--- src/rtl/and_unit_arbiter.sv ---
// and_unit_arbiter: round-robin sequencer sharing one AND datapath among NUM_REQ requesters,
// returning each result with its winner id over a valid/ready channel.
module and_unit_arbiter #(
    parameter int NUM_REQ = 4,
    parameter int WIDTH = 1,
    localparam int ID_W = $clog2(NUM_REQ)
) (
    input  logic                       clk,
    input  logic                       rst,
    input  logic [NUM_REQ-1:0]         req,
    input  logic [NUM_REQ*WIDTH-1:0]   a_in,
    input  logic [NUM_REQ*WIDTH-1:0]   b_in,
    output logic [NUM_REQ-1:0]         gnt,
    output logic [WIDTH-1:0]           dp_a,
    output logic [WIDTH-1:0]           dp_b,
    input  logic [WIDTH-1:0]           dp_y,
    output logic                       rsp_valid,
    input  logic                       rsp_ready,
    output logic [ID_W-1:0]            rsp_id,
    output logic [WIDTH-1:0]           rsp_data,
    output logic                       busy
);
    typedef enum logic [1:0] {IDLE, EXEC, RESP} state_t;

    localparam logic [ID_W:0]      NREQ    = (ID_W+1)'(NUM_REQ);
    localparam logic [ID_W-1:0]    LAST    = ID_W'(NUM_REQ - 1);
    localparam logic [NUM_REQ-1:0] GNT_ONE = NUM_REQ'(1);

    state_t               state_q, state_d;
    logic [ID_W-1:0]      ptr_q, ptr_d, wid_q, wid_d, rsp_id_q, rsp_id_d, win;
    logic [ID_W:0]        scan;
    logic [NUM_REQ-1:0]   gnt_q, gnt_d;
    logic [WIDTH-1:0]     dp_a_q, dp_a_d, dp_b_q, dp_b_d, rsp_data_q, rsp_data_d;
    logic                 rsp_valid_q, rsp_valid_d;
    logic [WIDTH-1:0]     a_arr [NUM_REQ];
    logic [WIDTH-1:0]     b_arr [NUM_REQ];

    for (genvar g = 0; g < NUM_REQ; g++) begin : g_unpack
        assign a_arr[g] = a_in[g*WIDTH +: WIDTH];
        assign b_arr[g] = b_in[g*WIDTH +: WIDTH];
    end

    // Scan from the far end back toward ptr so the closest requester after ptr wins.
    always_comb begin
        win  = '0;
        scan = '0;
        for (int k = NUM_REQ - 1; k >= 0; k--) begin
            scan = {1'b0, ptr_q} + (ID_W+1)'(k);
            if (scan >= NREQ) scan = scan - NREQ;
            if (req[scan[ID_W-1:0]]) win = scan[ID_W-1:0];
        end
    end

    always_comb begin
        state_d     = state_q;
        ptr_d       = ptr_q;
        wid_d       = wid_q;
        gnt_d       = '0;
        dp_a_d      = dp_a_q;
        dp_b_d      = dp_b_q;
        rsp_valid_d = rsp_valid_q;
        rsp_id_d    = rsp_id_q;
        rsp_data_d  = rsp_data_q;
        case (state_q)
            IDLE: if (|req) begin
                gnt_d   = GNT_ONE << win;
                dp_a_d  = a_arr[win];
                dp_b_d  = b_arr[win];
                wid_d   = win;
                state_d = EXEC;
            end
            EXEC: begin
                rsp_data_d  = dp_y;
                rsp_id_d    = wid_q;
                rsp_valid_d = 1'b1;
                ptr_d       = (wid_q == LAST) ? '0 : wid_q + 1'b1;
                state_d     = RESP;
            end
            RESP: if (rsp_ready) begin
                rsp_valid_d = 1'b0;
                state_d     = IDLE;
            end
            default: state_d = IDLE;
        endcase
    end

    always_ff @(posedge clk or negedge rst) begin
        if (!rst) begin
            state_q     <= IDLE;
            ptr_q       <= '0;
            wid_q       <= '0;
            gnt_q       <= '0;
            dp_a_q      <= '0;
            dp_b_q      <= '0;
            rsp_valid_q <= 1'b0;
            rsp_id_q    <= '0;
            rsp_data_q  <= '0;
        end else begin
            state_q     <= state_d;
            ptr_q       <= ptr_d;
            wid_q       <= wid_d;
            gnt_q       <= gnt_d;
            dp_a_q      <= dp_a_d;
            dp_b_q      <= dp_b_d;
            rsp_valid_q <= rsp_valid_d;
            rsp_id_q    <= rsp_id_d;
            rsp_data_q  <= rsp_data_d;
        end
    end

    assign gnt       = gnt_q;
    assign dp_a      = dp_a_q;
    assign dp_b      = dp_b_q;
    assign rsp_valid = rsp_valid_q;
    assign rsp_id    = rsp_id_q;
    assign rsp_data  = rsp_data_q;
    assign busy      = state_q != IDLE;
endmodule
--- config.mk ---
export PLATFORM = sky130hd
export DESIGN_NAME = and_unit_arbiter
export DESIGN_NICKNAME = d
export VERILOG_FILES = /design/src/rtl/and_unit_arbiter.sv
export SDC_FILE = /design/constraint.sdc
export NUM_CORES = 1
export LEC_CHECK = 0
export CELL_PAD_IN_SITES_DETAIL_PLACEMENT = 0
export CELL_PAD_IN_SITES_GLOBAL_PLACEMENT = 1
export CORE_MARGIN = 10
export CORE_UTILIZATION = 29
export DETAILED_ROUTE_END_ITERATION = 7
export PLACE_DENSITY_LB_ADDON = 0.08
export SKIP_LAST_GASP = 1
export SLEW_MARGIN = 25
export SYNTH_ARGS = -nofsm -noshare
export SYNTH_HDL_FRONTEND = slang
export SYNTH_SLANG_ARGS = --single-unit
--- constraint.sdc ---
create_clock -name clk -period 1.71 [get_ports clk]
set_input_delay 0.171 -clock clk [delete_from_list [all_inputs] [get_ports clk]]
set_output_delay 0.171 -clock clk [all_outputs]
set_load 0.01 [all_outputs]
==> summary.md, run 1 <==
| Metric | Value |
|---|---|
| Final hold viol count | 0 |
| DRT iter0 DRCs | 34 |
| Setup Skew | 2.10 ps |
| RSZ-0062 raised after global routing | no |
| Vias per cell | 4.65 |
| H-tree depth | 1 |
| I/O Buffers | 26 |
| Remaining DRCs | 0 |
| Post-layout nets | 127 |
| Met3 WL | 157 um |
| Fin Hold WS | 194 ps |
| Syn Std Cell Area | 742 um^2 |
| Worst skew pair latency | 280 ps |
| Predominant post-synthesis flop cell | dfrtp_1 |
| R2R depth | 6 |
| Non-filler cells, final | 139 |
| Worst Setup Slack, final | 72.6 ps |
| Number of buffers created by CTS | 3 |
| Worst-path maximum fanout | 2 |
| Pin count of the biggest net entering global routing | 17 |
| WP buf/inv | 1 |
| CP max stage cell | clkdlybuf4s50_1 |
| CTS clock-pin slew for the worst setup and hold paths | 90 ps |
| Max-cap viol count | 0 |
| Area growth syn-to-layout | 57.5% |
| Pre-CTS worst setup slack | -279 ps |
| Crit path capture type | output pin |
| Fillers | 246 |
| Routed wire length | 1860 um |
| Total negative setup slack | 0 ps |
| CP max stage delay | 490 ps |
| P_leak | 0.518 nW |
| Die width | 70.6 um |
| Slew Limit Fails | 0 |
| Area leader, netlist | dfrtp_1 |
| Startpoint types | flip-flop |
| Total die area | 0.00498 mm^2 |
| CTS sink cnt | 16 |
| Pint | 1.23 mW |
| Ys async rst share | 1.00 |
| Logic pwr share | 0.524 |
| Critical path depth | 2 |
| Crit path required time | 1540 ps |
| Delay-heaviest family, CP | buffers and inverters |
| First-pass GRT wire length | 3390 um |
| Vias after detailed routing | 647 |
| Avg WL per Cell | 13.4 um |
| EDFF count, synth | 0 |
| Power share of the sequential group | 0.344 |
| Post-route ant nets | 0 |
| CTS tree | yes |
| Core area | 0.00245 mm^2 |
| Metal2 WL | 915 um |
| Dominant cells by area after synthesis | dfrtp_1 (54%), mux2_2 (4.6%), mux2i_1 (4.0%), nor2_1 (4.0%), nand2_1 (3.0%) |
| Worst-Margin Slew | 315 ps |
| Post-synth top area share | 0.540 |
| First-pass detailed-route iteration total | 4 |
| Status | finished clean |
| Worst Path Arrival | 1470 ps |
| Clk pwr share | 0.133 |
| Dpl hpwl | 1500 um |
| Net Switching | 0.663 mW |
| IO Count | 27 |
| Syn Nets | 88 |
| Total global routing overflow | 0 |
| Root Driver | clkbuf_4 |
| Avg Inst Size Synth | 10.5 um^2 |
| Initial core utilization | 0.302 |
| Slew headroom | 0.790 |
| Pwr Total | 1.89 mW |
| R2R Setup Slk | 110 ps |
| Rows | 18 |
| Fin crit period | 1640 ps |
| PwrDens | 1620 mW/mm^2 |
| FMAX | 611 MHz |
| Critical path type | flip-flop to output pin |
| Sw frac | 0.351 |
| Cells after Synth | 71 |
| Top Metal Used | met4 |
| CTS max path bufs | 2 |
| Share of cells above drive strength 1 | 0.257 |
| M1 WL | 773 um |
| Synth Warn # | 0 |
| Initial antenna violation count | 0 |
| Gr usage total | 0.0821 |
| Seq cells post-synth | 16 |
| Register area share after synthesis | 0.540 |
| Placed insts | 134 |
| Die Ht | 70.6 um |
| Ant diodes | 0 |
| Count of different cell masters after synthesis | 27 |
| Hold WC Path Type | primary input to asynchronous set/reset pin |
| Tcrit/Tclk final | 0.958 |
| Vias in the first global route | 740 |
| Peak supply drop | 0.832 mV |
| Critical path cell sequence | or2_2 > clkdlybuf4s50_1 |
| Routability cong. | 0.732 |
| Number of setup violations in the final report | 0 |
-- Yosys cell counts, types with 2 or more instances --
cell type   n
o21ai_0     4
mux2i_1     3
nand2_1     6
o22ai_1     2
nor3b_1     2
nor3_1      2
clkbuf_1    2
or2_2       2
inv_1       3
dfrtp_1    16
nand2b_1    2
nor2_1      8
a211oi_1    2
mux2_2      3
a2111oi_0   2
-- sequential cells by signal, summed over array words and instances, names as in the netlist --
register	count
gnt	4
ptr_q	2
rsp_id	2
state_q	2
wid_q	2
dp_a	1
dp_b	1
rsp_data	1
rsp_valid	1
-- cells by family (layout without fill, tap and decap cells) --
kind of cell,after synthesis,after routing,synth area share
AOI/OAI and AO/OA,16,16,0.150
muxes,6,6,0.0860
DFF,16,16,0.540
and+or+nand+nor,26,26,0.175
buffers and inverters,6,44,0.0320
adders and majority gates,1,1,0.0169
-- timing repair --
action / in CTS / in global routing
cloned: 0 / 0
hold buffers: 0 / 0
setup endpoints to repair: 2 / 6
setup buffers: 0 / 1
resized for setup: 4 / 5
-- worst paths after layout --
path / start / end
setup / recovery: state_q[1]$_DFFE_PN0P_ / busy
hold / removal: rst / rsp_valid$_DFFE_PN0P_
setup reg to reg: state_q[1]$_DFFE_PN0P_ / dp_a$_DFFE_PN0P_
hold reg to reg: rsp_id[0]$_DFFE_PN0P_ / rsp_id[0]$_DFFE_PN0P_
max in group asynchronous: rst / rsp_data$_DFFE_PN0P_
min in group clk: dp_y / rsp_data$_DFFE_PN0P_
-- area by class of cell --
type,count,area [um^2],share of cell area
inverters,3,11.3,0.00964
repair buffers,37,343,0.293
multi-input cells,49,340,0.291
clock buffers,4,36.3,0.0310
well taps,30,37.5,0.0321
flip-flops and latches,16,400,0.343
-- metrics by stage --
stage	util	area (um^2)
after floorplan	-	742
after global placement	0.449	1100
after detailed placement	0.449	1100
after CTS	0.469	1150
after global routing	0.476	1170
final	0.476	1170
-- power by group through the flow --
stage	logic (mW)	registers [mW]	clock network [mW]
finish	0.988	0.649	0.251
detailed placement	0.940	0.659	0
global route	1.11	0.683	0.282
CTS	0.970	0.655	0.262
global placement	0.935	0.661	0
floorplan	0.423	0.697	0
-- cells in the final DEF (no fill, tap or decap), types with 3 or more instances in the layout --
cell type	instances
clkdlybuf4s50_1	26
mux2i_1	3
clkbuf_4	3
o21ai_0	4
nor2_1	8
nand2_1	6
mux2_2	3
buf_4	11
dfrtp_1	16
-- per-layer routing --
metal  track usage  vias to the layer above
met5             0                        -
li1              -                      324
met4        0.0323                        0
met3        0.0432                        2
met1        0.0951                      307
met2         0.125                       14
Note: power is estimated with default switching activity, not from simulation.
==> run 2: changes to the inputs <==
Settings changed: CTS_BUF_LIST from default to sky130_fd_sc_hd__clkbuf_16, MAX_ROUTING_LAYER from default to met4, REMOVE_ABC_BUFFERS from default to 1.
==> summary.md, run 2 (synthesis gave the netlist of run 1 again) <==
| Metric | Value |
|---|---|
| Status | finished clean |
| Dpl hpwl | 1450 um |
| Setup Skew | 4.10 ps |
| Routability cong. | 0.740 |
| CTS tree | yes |
| First-pass GRT wire length | 3260 um |
| Fin crit period | 1620 ps |
| Startpoint types | flip-flop |
| Post-route core utilization | 0.496 |
| Sw frac | 0.328 |
| Peak supply drop | 1.12 mV |
| Max-cap viol count | 0 |
| P_leak | 0.530 nW |
| Gr usage total | 0.0836 |
| Worst reg2reg endpoint | dp_b$_DFFE_PN0P_ |
| Non-filler cells, final | 137 |
| H-tree depth | 1 |
| Post-route ant nets | 0 |
| Tcrit/Tclk final | 0.946 |
| R2R depth | 6 |
| IO Count | 27 |
| Critical path type | flip-flop to output pin |
| Number of setup violations in the final report | 0 |
| Routed wire length | 1860 um |
| DRT iter0 DRCs | 17 |
| First-pass detailed-route iteration total | 3 |
| Crit path required time | 1540 ps |
| CTS max path bufs | 2 |
| Post-CTS Hold Buffers | 0 |
| Root Driver | clkbuf_16 |
| Net Switching | 0.682 mW |
| Worst-Margin Slew | 292 ps |
| Post-layout nets | 125 |
| Ant diodes | 0 |
| Slew headroom | 0.805 |
| Most frequent cells in the layout | clkdlybuf4s50_1 (26), dfrtp_1 (15), buf_4 (9), nor2_1 (8), nand2_1 (6) |
| Met3 WL | 134 um |
| Hold WC Path Type | primary input to asynchronous set/reset pin |
| Initial core utilization | 0.302 |
| Core area | 0.00245 mm^2 |
| Number of buffers created by CTS | 3 |
| Commonest non-fill, non-tap cell in the layout | clkdlybuf4s50_1 |
| Clk pwr share | 0.221 |
| Area growth syn-to-layout | 64.1% |
| Die width | 70.6 um |
| Remaining DRCs | 0 |
| Top Metal Used | met4 |
| FMAX | 618 MHz |
| CTS clock-pin slew for the worst setup and hold paths | 50 ps |
| Largest register FFs | 4 |
| M1 WL | 823 um |
| Worst Path Arrival | 1450 ps |
| Die Ht | 70.6 um |
| Crit path capture type | output pin |
| Placed insts | 133 |
| Metal2 WL | 869 um |
| Vias in the first global route | 703 |
| Vias per cell | 4.61 |
| Rows | 18 |
| Total die area | 0.00498 mm^2 |
| Share of cells above drive strength 1 | 0.252 |
| Logic pwr share | 0.459 |
| Pin count of the biggest net entering global routing | 17 |
| RR Startpoint | ptr_q[1]$_DFFE_PN0P_ |
| CTS sink cnt | 16 |
| Worst skew pair latency | 250 ps |
| R2R Setup Slk | 110 ps |
| Pint | 1.40 mW |
| Worst-path maximum fanout | 4 |
| Avg WL per Cell | 13.6 um |
| PwrDens | 1710 mW/mm^2 |
| Power share of the sequential group | 0.320 |
| Initial antenna violation count | 0 |
| RSZ-0062 raised after global routing | no |
| I/O Buffers | 26 |
| Final hold viol count | 0 |
| Total global routing overflow | 0 |
| Vias after detailed routing | 631 |
| Slew Limit Fails | 0 |
-- run 2: layout make-up --
cell class	count	area, um^2
multi-input combinational	49	360
fill	234	1240
inverter	3	11.3
timing repair buffer	35	328
tap	30	37.5
clock inverter	1	3.75
clock buffer	3	75.1
sequential	16	402
-- run 2: worst max-delay path, cell delays in order, from the launching register on --
cell             delay [ps]
dfrtp_1                 400
or2_2                   310
clkdlybuf4s50_1         490
-- run 2: worst max path at each step --
stage | from | end | slack, ps | cells past startpoint
after floorplan | state_q[1]$_DFFE_PN0P_ | dp_a$_DFFE_PN0P_ | 100 | 4
after global placement | req[1] | dp_b$_DFFE_PN0P_ | -220 | 6
after detailed placement | req[1] | dp_a$_DFFE_PN0P_ | -240 | 6
after CTS | ptr_q[1]$_DFFE_PN0P_ | dp_b$_DFFE_PN0P_ | 10 | 6
after global routing | req[1] | dp_b$_DFFE_PN0P_ | 7 | 7
final | state_q[1]$_DFFE_PN0P_ | busy | 90 | 2
-- run 2: power groups by stage --
stage | registers [mW] | clock network [mW] | logic [mW]
final | 0.664 | 0.460 | 0.953
after global routing | 0.691 | 0.491 | 1.07
after CTS | 0.664 | 0.470 | 0.939
after detailed placement | 0.665 | 0 | 0.902
after global placement | 0.663 | 0 | 0.906
after floorplan | 0.697 | 0 | 0.403
-- run 2: what timing repair did --
| action | CTS | global route |
|---|---|---|
| pin swaps | 0 | 0 |
| setup endpoints to repair | 2 | 2 |
| gates resized for setup | 6 | 6 |
| setup buffers | 0 | 0 |
-- run 2: per-stage QoR --
stage	worst slack, ps	instance area (um^2)	hold slack, ps	total power, mW	TNS (ps)
finish	91.7	1220	243	2.08	0
global route	7.47	1220	288	2.25	0
CTS	14.0	1190	249	2.07	0
detailed placement	-243	1090	470	1.57	-468
global placement	-217	1090	467	1.57	-393
floorplan	100	729	-125	1.10	0
-- run 2: per-layer routing --
| layer | up-vias | GRT usage |
|---|---|---|
| met5 | - | - |
| met4 | 0 | 0.0323 |
| met3 | 5 | 0.0432 |
| met2 | 17 | 0.129 |
| met1 | 287 | 0.0897 |
| li1 | 322 | - |
==> run 3: changes to the inputs <==
Settings changed: SLEW_MARGIN 25 to default.
==> results of run 3 <==
No change in the layout: final DEF, timing and power equal those of run 2.
